### src/rtl/bp_update_ctrl.sv
// Branch-predictor update sequencer: buffers resolved branches, issues one table update per cycle,
// sweeps the counter table to INIT_VAL after reset or a clear request, and keeps issue statistics.
module bp_update_ctrl #(
  parameter int unsigned AWIDTH   = 10,
  parameter int unsigned DEPTH    = 4,
  parameter logic [1:0]  INIT_VAL = 2'b01
) (
  input  logic                     clk,
  input  logic                     rst,
  input  logic                     br_valid,
  output logic                     br_ready,
  input  logic [31:0]              br_pc,
  input  logic                     br_taken,
  input  logic                     br_pred,
  input  logic                     clear_req,
  output logic                     upd_valid,
  output logic [31:0]              upd_pc,
  output logic                     upd_taken,
  output logic                     init_we,
  output logic [AWIDTH-1:0]        init_idx,
  output logic [1:0]               init_data,
  output logic                     busy,
  output logic [$clog2(DEPTH):0]   level,
  output logic [31:0]              total_cnt,
  output logic [31:0]              miss_cnt
);

  localparam int unsigned PW = $clog2(DEPTH);
  localparam int unsigned LW = PW + 1;
  localparam logic [LW-1:0] FullCnt = LW'(DEPTH);

  localparam logic [0:0] StInit = 1'b0;
  localparam logic [0:0] StRun  = 1'b1;

  logic [0:0]        state_q, state_d;
  logic [AWIDTH-1:0] idx_q, idx_d;
  logic [PW-1:0]     wr_ptr_q, wr_ptr_d;
  logic [PW-1:0]     rd_ptr_q, rd_ptr_d;
  logic [LW-1:0]     count_q, count_d;
  logic [31:0]       total_cnt_q, total_cnt_d;
  logic [31:0]       miss_cnt_q, miss_cnt_d;

  // Record storage: {pc, taken, pred}; contents need no reset, occupancy lives in count_q.
  logic [33:0] mem [DEPTH];
  logic [33:0] head;

  logic in_run, full, empty, push, pop;

  assign in_run = (state_q == StRun);
  assign full   = (count_q == FullCnt);
  assign empty  = (count_q == '0);
  assign head   = mem[rd_ptr_q];

  // A clear request wins over both sides of the FIFO in its own cycle.
  assign push = br_valid & br_ready & ~clear_req;
  assign pop  = upd_valid;

  assign br_ready  = rst & ~full;
  assign upd_valid = rst & in_run & ~empty & ~clear_req;
  assign upd_pc    = head[33:2];
  assign upd_taken = head[1];
  assign init_we   = rst & ~in_run;
  assign init_idx  = idx_q;
  assign init_data = INIT_VAL;
  assign busy      = ~in_run;
  assign level     = count_q;
  assign total_cnt = total_cnt_q;
  assign miss_cnt  = miss_cnt_q;

  always_comb begin
    state_d = state_q;
    idx_d   = idx_q;
    if (clear_req) begin
      state_d = StInit;
      idx_d   = '0;
    end else begin
      case (state_q)
        StInit: begin
          idx_d = idx_q + AWIDTH'(1);
          if (idx_q == '1) state_d = StRun;
        end
        StRun:   state_d = StRun;
        default: state_d = StInit;
      endcase
    end
  end

  always_comb begin
    wr_ptr_d = wr_ptr_q;
    rd_ptr_d = rd_ptr_q;
    count_d  = count_q;
    if (clear_req) begin
      wr_ptr_d = '0;
      rd_ptr_d = '0;
      count_d  = '0;
    end else begin
      if (push) wr_ptr_d = wr_ptr_q + PW'(1);
      if (pop)  rd_ptr_d = rd_ptr_q + PW'(1);
      if (push && !pop) begin
        count_d = count_q + LW'(1);
      end else if (pop && !push) begin
        count_d = count_q - LW'(1);
      end
    end
  end

  // Statistics saturate rather than wrap.
  always_comb begin
    total_cnt_d = total_cnt_q;
    miss_cnt_d  = miss_cnt_q;
    if (pop) begin
      if (total_cnt_q != '1) total_cnt_d = total_cnt_q + 32'd1;
      if ((head[1] != head[0]) && (miss_cnt_q != '1)) miss_cnt_d = miss_cnt_q + 32'd1;
    end
  end

  always_ff @(posedge clk or negedge rst) begin
    if (!rst) begin
      state_q     <= StInit;
      idx_q       <= '0;
      wr_ptr_q    <= '0;
      rd_ptr_q    <= '0;
      count_q     <= '0;
      total_cnt_q <= '0;
      miss_cnt_q  <= '0;
    end else begin
      state_q     <= state_d;
      idx_q       <= idx_d;
      wr_ptr_q    <= wr_ptr_d;
      rd_ptr_q    <= rd_ptr_d;
      count_q     <= count_d;
      total_cnt_q <= total_cnt_d;
      miss_cnt_q  <= miss_cnt_d;
    end
  end

  always_ff @(posedge clk) begin
    if (push) mem[wr_ptr_q] <= {br_pc, br_taken, br_pred};
  end

endmodule

### config.mk
export PLATFORM = sky130hd
export DESIGN_NAME = bp_update_ctrl
export DESIGN_NICKNAME = d
export VERILOG_FILES = /design/src/rtl/bp_update_ctrl.sv
export SDC_FILE = /design/constraint.sdc
export NUM_CORES = 1
export LEC_CHECK = 0
export CORE_ASPECT_RATIO = 0.8
export CORE_MARGIN = 2
export CORE_UTILIZATION = 46
export DETAILED_ROUTE_END_ITERATION = 16
export DONT_BUFFER_PORTS = 1
export PLACE_DENSITY_LB_ADDON = 0.1
export SYNTH_ARGS = -nofsm -noshare
export SYNTH_HDL_FRONTEND = slang
export SYNTH_SLANG_ARGS = --single-unit
### constraint.sdc
create_clock -name clk -period 2.2 [get_ports clk]
set_input_delay 0.22 -clock clk [delete_from_list [all_inputs] [get_ports clk]]
set_output_delay 0.22 -clock clk [all_outputs]
set_load 0.01 [all_outputs]
# [Word-level counts from Yosys, hierarchy flattened]
# Memory sizes are Yosys's and may differ from the RTL's.
# Cells that the tools add are included.
[totals] register_bits=82 latch_bits=0 ram_bits=136 rom_bits=0 out_inout_bits=116 elab_cells=57 mem_count=1
[mem_list] name="mem" words=4 word_bits=34 read_ports=1 rd_clocked_by_memory_dff=0 write_ports=1 line_no="44" rtl="logic [33:0] mem [DEPTH];"
[op_classes] n_addsub=7 n_mul=0 div=0 n_lt_le_gt_ge=0 eq_ne=6 n_shift=0 muxes=14 n_bitwise=11 reduce_logical=11
[ops] cell="$add A32 B1 Y32 const B" n=2
[ops] cell="$ne A32 B32 Y1 const B" n=2
[ops] cell="$mux W10" n=2
[ops] cell="$add A10 B1 Y10 const B" n=1
[ops] cell="$eq A10 B10 Y1 const B" n=1
[ops] cell="$mux W3" n=3
[ops] cell="$mux W2" n=4
[ops] cell="$and A1 B1 Y1" n=7
[ops] cell="$add A2 B1 Y2 const B" n=2
[ops] cell="$mux W1" n=4
[ops] cell="$not A1 Y1" n=4
[ops] cell="$reduce_and A2 Y1" n=2
[ops] cell="$reduce_bool A2 Y1" n=2
[ops] cell="$add A3 B1 Y3 const B" n=1
[ops] cell="$eq A3 B3 Y1 const B" n=1
[ops] cell="$logic_and A1 B1 Y1" n=3
[ops] cell="$logic_not A3 Y1" n=1
[ops] cell="$reduce_bool A3 Y1" n=1
[ops] cell="$sub A3 B1 Y3 const B" n=1
[ops] cell="$logic_not A1 Y1" n=2
[ops] cell="$ne A2 B2 Y1 const B" n=1
[ops] cell="$pmux W1 S2" n=1
[ops] cell="$ne A1 B1 Y1" n=1

# [Logic depth before layout (Yosys ltp)]
[logic_depth] ltp_word=10 mapped_depth=9 ltp_nobuf=8

# [Worst setup path before layout]
# Ideal clock, no wire load.
[synth_path] path_kind="register -> register" start="reg rd_ptr_q[0]" end="reg miss_cnt_q[31], in the netlist miss_cnt[31]" setup_time_ns=0.128 t_arrival_ns=2.058 setup_slack_ns=0.015 path_stages_with_launch=7 path_buffers=1 synth_period_minus_slack_ns=2.185 path_cell_list="dfrtp_1 buf_6 mux4_2 xnor2_2 nor4b_4 nand4_1 mux2_1"
[synth_between] elab_chain_cells=4
[synth_lines] item="start, declared" line_no="38" rtl="logic [PW-1:0] rd_ptr_q, rd_ptr_d;"
[synth_lines] item="start signal, assigned" line_no="130" rtl="rd_ptr_q <= rd_ptr_d;"
[synth_lines] item="$mem_v2 Z4 W34"
[synth_lines] item="net upd_taken" line_no="18" rtl="output logic upd_taken,"
[synth_lines] item="$ne A1 B1 Y1" line_no="113" rtl="if ((head[1] != head[0]) && (miss_cnt_q != '1)) miss_cnt_d = miss_cnt_q + 32'd1;"
[synth_lines] item="$logic_and A1 B1 Y1" line_no="113"
[synth_lines] item="$reduce_and A2 Y1 (no line)"
[synth_lines] item="end signal, assigned" line_no="133" rtl="miss_cnt_q <= miss_cnt_d;"
[synth_lines] item="end, declared" line_no="41" rtl="logic [31:0] miss_cnt_q, miss_cnt_d;"
# The timed path passes the listed nets, and every way through them passes these cells.
# A chain may end at the register's enable or synchronous reset.

# [Worst setup path in the final report]
[layout_path] start="reg rd_ptr_q[0]" end="out upd_pc[31]"
[layout_between] elab_chain_cells=1
[layout_lines] item="$mem_v2 Z4 W34"
[layout_lines] item="end, declared" line_no="17" rtl="output logic [31:0] upd_pc,"
# Every way passes these cells.

==> results.cfg <==
[placement]
dp.final_hpwl_um = 11900
placed_area_sq_mm = 0.00971
placed_cells = 862
gp_congestion = 0.795
dp_worst_setup_slack_ns = 0.142
io_buffers = 0

[global_routing]
grt_pass1_wl_um = 29300
grtUsageMet2 = 0.283
met1_usage = 0.248
track_usage = 0.179
grt_start_max_net_pins = 83
grt_util_met3 = 0.0515
antenna_found_initial = 0
gr-total-overflow = 0
grt_pass1_vias = 5360
top_usage_layer = met2

[cells_and_area]
final_cell_mix = edfxtp_1, dfrtp_1, xnor2_1, buf_4, dlygate4sd3_1
area_growth_pct = 19.1
nets = 712
drive_gt1_frac = 0.190
diodes = 0
final_common_cell = edfxtp_1
final_cells = 938
final_cell_area_sq_mm = 0.0108

[sta]
tightest_slew_ns = 0.715
skew_ns = 0.0141
worst_slack_ns = 0.133
max_freq_mhz = 484
setup-tns-final_ns = 0
rsz0062_at_grt = no
maxSlewHeadroom = 0.522
setup_viol = 0
slew_viol_final = 0
timing.hold.ws_ns = 0.114
hold_viol = 0
layout_min_cycle_time_ns = 2.07
post-route-period-util = 0.939

[setup_path]
regToRegEndpoint = miss_cnt[13]
cp-end-kind = primary output
ff2ff_setup_slack_ns = 0.14
startpoint_type = flip-flop
crit_family = multiplexers
cpPeakStageDelay_ns = 0.62
critPathMaxFanout = 22
crit_buf_inv = 1
cp.required_ns = 1.98
critPathKind = reg -> out
crit_arrival_ns = 1.85
worstPathCellList = buf_6 > mux4_2
rr_worst_depth = 5
worstReg2RegStart = rd_ptr_q[0]
cp_slowest_cell = mux4_2

[yosys]
synth_area_sq_mm = 0.00904
avgSynthCellArea_sq_um = 15.8
yosys-top-cells-area = edfxtp_1, dfrtp_1, mux4_2, xnor2_1, nand4_1
seq_area_frac_synth = 0.679
synth.top_cell.area_share = 0.452
synth.net_count = 619
postSynthCellCount = 573
synth_ff_type = edfxtp_1
ys_warn_count = 0
async_flop_share = 0.376
yosysTopAreaCell = edfxtp_1
synth.distinct_cells = 49
synth-seq-cells = 218
synth_edf_count = 136

[clocking]
cts_sinks = 218
cts_made_buffers = 23
cts_root_buffer = clkbuf_16
cts_tree = done
clock_path_buffers = 3
postCtsSetupBuffers = 0
insertion_delay_ns = 0.49
htree_levels = 1
clkTransAtPathRegs_ns = 0.06

[power_and_ir_drop]
power.density_mw_per_mm2 = 759
power_frac_comb = 0.033
p_sw_frac = 0.197
ir_drop_uv = 671
leakage_nw = 3.98
power_frac_seq = 0.543
p_int_mw = 6.56
switching_power_mw = 1.61
clockPowerShare = 0.424

[routing]
routed_wl_um = 18300
antenna_left = 0
drt-initial-drc-count = 386
drc = 0
wl_per_cell_um = 19.6
vias = 5198
first_pass_iters = 4
viasPerCell = 5.54

[worst_hold_path]
hold_path.class = in -> reg
min_from = br_valid
min_to = wr_ptr_q[0]
holdPathStages = 4

[floorplanning]
die_area_sq_mm = 0.0208
die_w_um = 161
start_util = 0.472
dieHeight_um = 129
pin_count = 154
core_area_sq_mm = 0.0191
rows = 45

[flow_run]
cap_violations = 0

[run_status]
status = finished, final reports clean
cells in the mapped netlist, types with 2 or more instances:
cell / count
nor2_1: 23
mux4_2: 34
buf_2: 4
mux2_1: 3
a2111oi_2: 2
nor4_1: 3
nor3_1: 6
ha_1: 7
nand2_1: 33
buf_1: 5
xnor2_1: 59
nand4b_1: 3
buf_4: 2
a21oi_1: 6
inv_1: 10
nand3_1: 35
mux2i_1: 3
nor2b_1: 4
edfxtp_1: 136
xor2_1: 13
o21ai_0: 5
or3_1: 3
and4_1: 6
dfrtp_1: 82
nand4_1: 30
and3_1: 19
and2_1: 7
clkbuf_1: 7
nor4b_1: 2
conb_1: 2
layout make-up:
class	count	area (sq um)
fillers	1547	8380
flip-flops and latches	218	6140
multi-input cells	326	2780
repair buffers	87	817
clock buffers	31	606
well taps	258	323
clock inverters	8	63.8
inverters	10	37.5
stage by stage:
| stage | power [mW] | util |
|---|---|---|
| floorplan | 4.63 | - |
| global placement | 4.67 | 0.507 |
| detailed placement | 4.68 | 0.507 |
| CTS | 8.29 | 0.562 |
| global route | 8.49 | 0.562 |
| finish | 8.17 | 0.562 |
state kept, by name, summed over array words and instances, names as in the netlist:
register,cells
wr_ptr_q,2
total_cnt,32
rd_ptr_q,2
mem,136
in_run,1
miss_cnt,32
init_idx,10
level,3
layer usage:
metal | vias to the layer above | share of wire
li1 | 2352 | -
met1 | 2660 | 0.43
met2 | 160 | 0.47
met3 | 26 | 0.081
met4 | 0 | 0.020
met5 | - | 0
what timing repair did:
| item | in CTS | in global routing |
|---|---|---|
| setup endpoints to repair | 20 | 0 |
| resized for setup | 1 | 0 |
| hold buffers | 37 | 0 |
| endpoints found under the hold margin | 236 | 0 |
power groups by stage:
stage          Combinational (mW)  Clock (mW)  Sequential (mW)
2_1_floorplan               0.109           0             4.52
3_3_place_gp                0.153           0             4.52
3_5_place_dp                0.156           0             4.52
4_1_cts                     0.276        3.58             4.44
5_1_grt                     0.301        3.75             4.44
6_report                    0.268        3.46             4.44
cell families (layout without fill, tap and decap cells):
group | Yosys count | after routing | share of synthesized area
AO/OA/AOI/OAI | 20 | 20 | 0.0174
XOR/XNOR | 73 | 73 | 0.0715
adder cells (fa/ha/maj) | 8 | 8 | 0.0119
buffers and inverters | 29 | 136 | 0.0143
flip-flops | 218 | 218 | 0.679
multiplexers | 41 | 41 | 0.0930
other | 2 | 2 | 0.000831
AND/OR/NAND/NOR | 182 | 182 | 0.112
tightest hold or removal path: stages:
cell	delay, ns
o311ai_2	0.05
buf_4	0.15
xnor2_1	0.07
nor2_1	0.07
how the worst max path moves through the flow:
stage	depth (start not counted)	end	slack (ns)	startpoint
floorplan	6	miss_cnt[31]	0.01	rd_ptr_q[0]
global placement	5	miss_cnt[31]	0.18	rd_ptr_q[0]
detailed placement	6	miss_cnt[21]	0.14	rd_ptr_q[0]
CTS	2	upd_pc[31]	0.08	rd_ptr_q[0]
global route	5	miss_cnt[13]	0.02	rd_ptr_q[0]
finish	2	upd_pc[31]	0.13	rd_ptr_q[0]
Power figures use the tool's default switching activity.
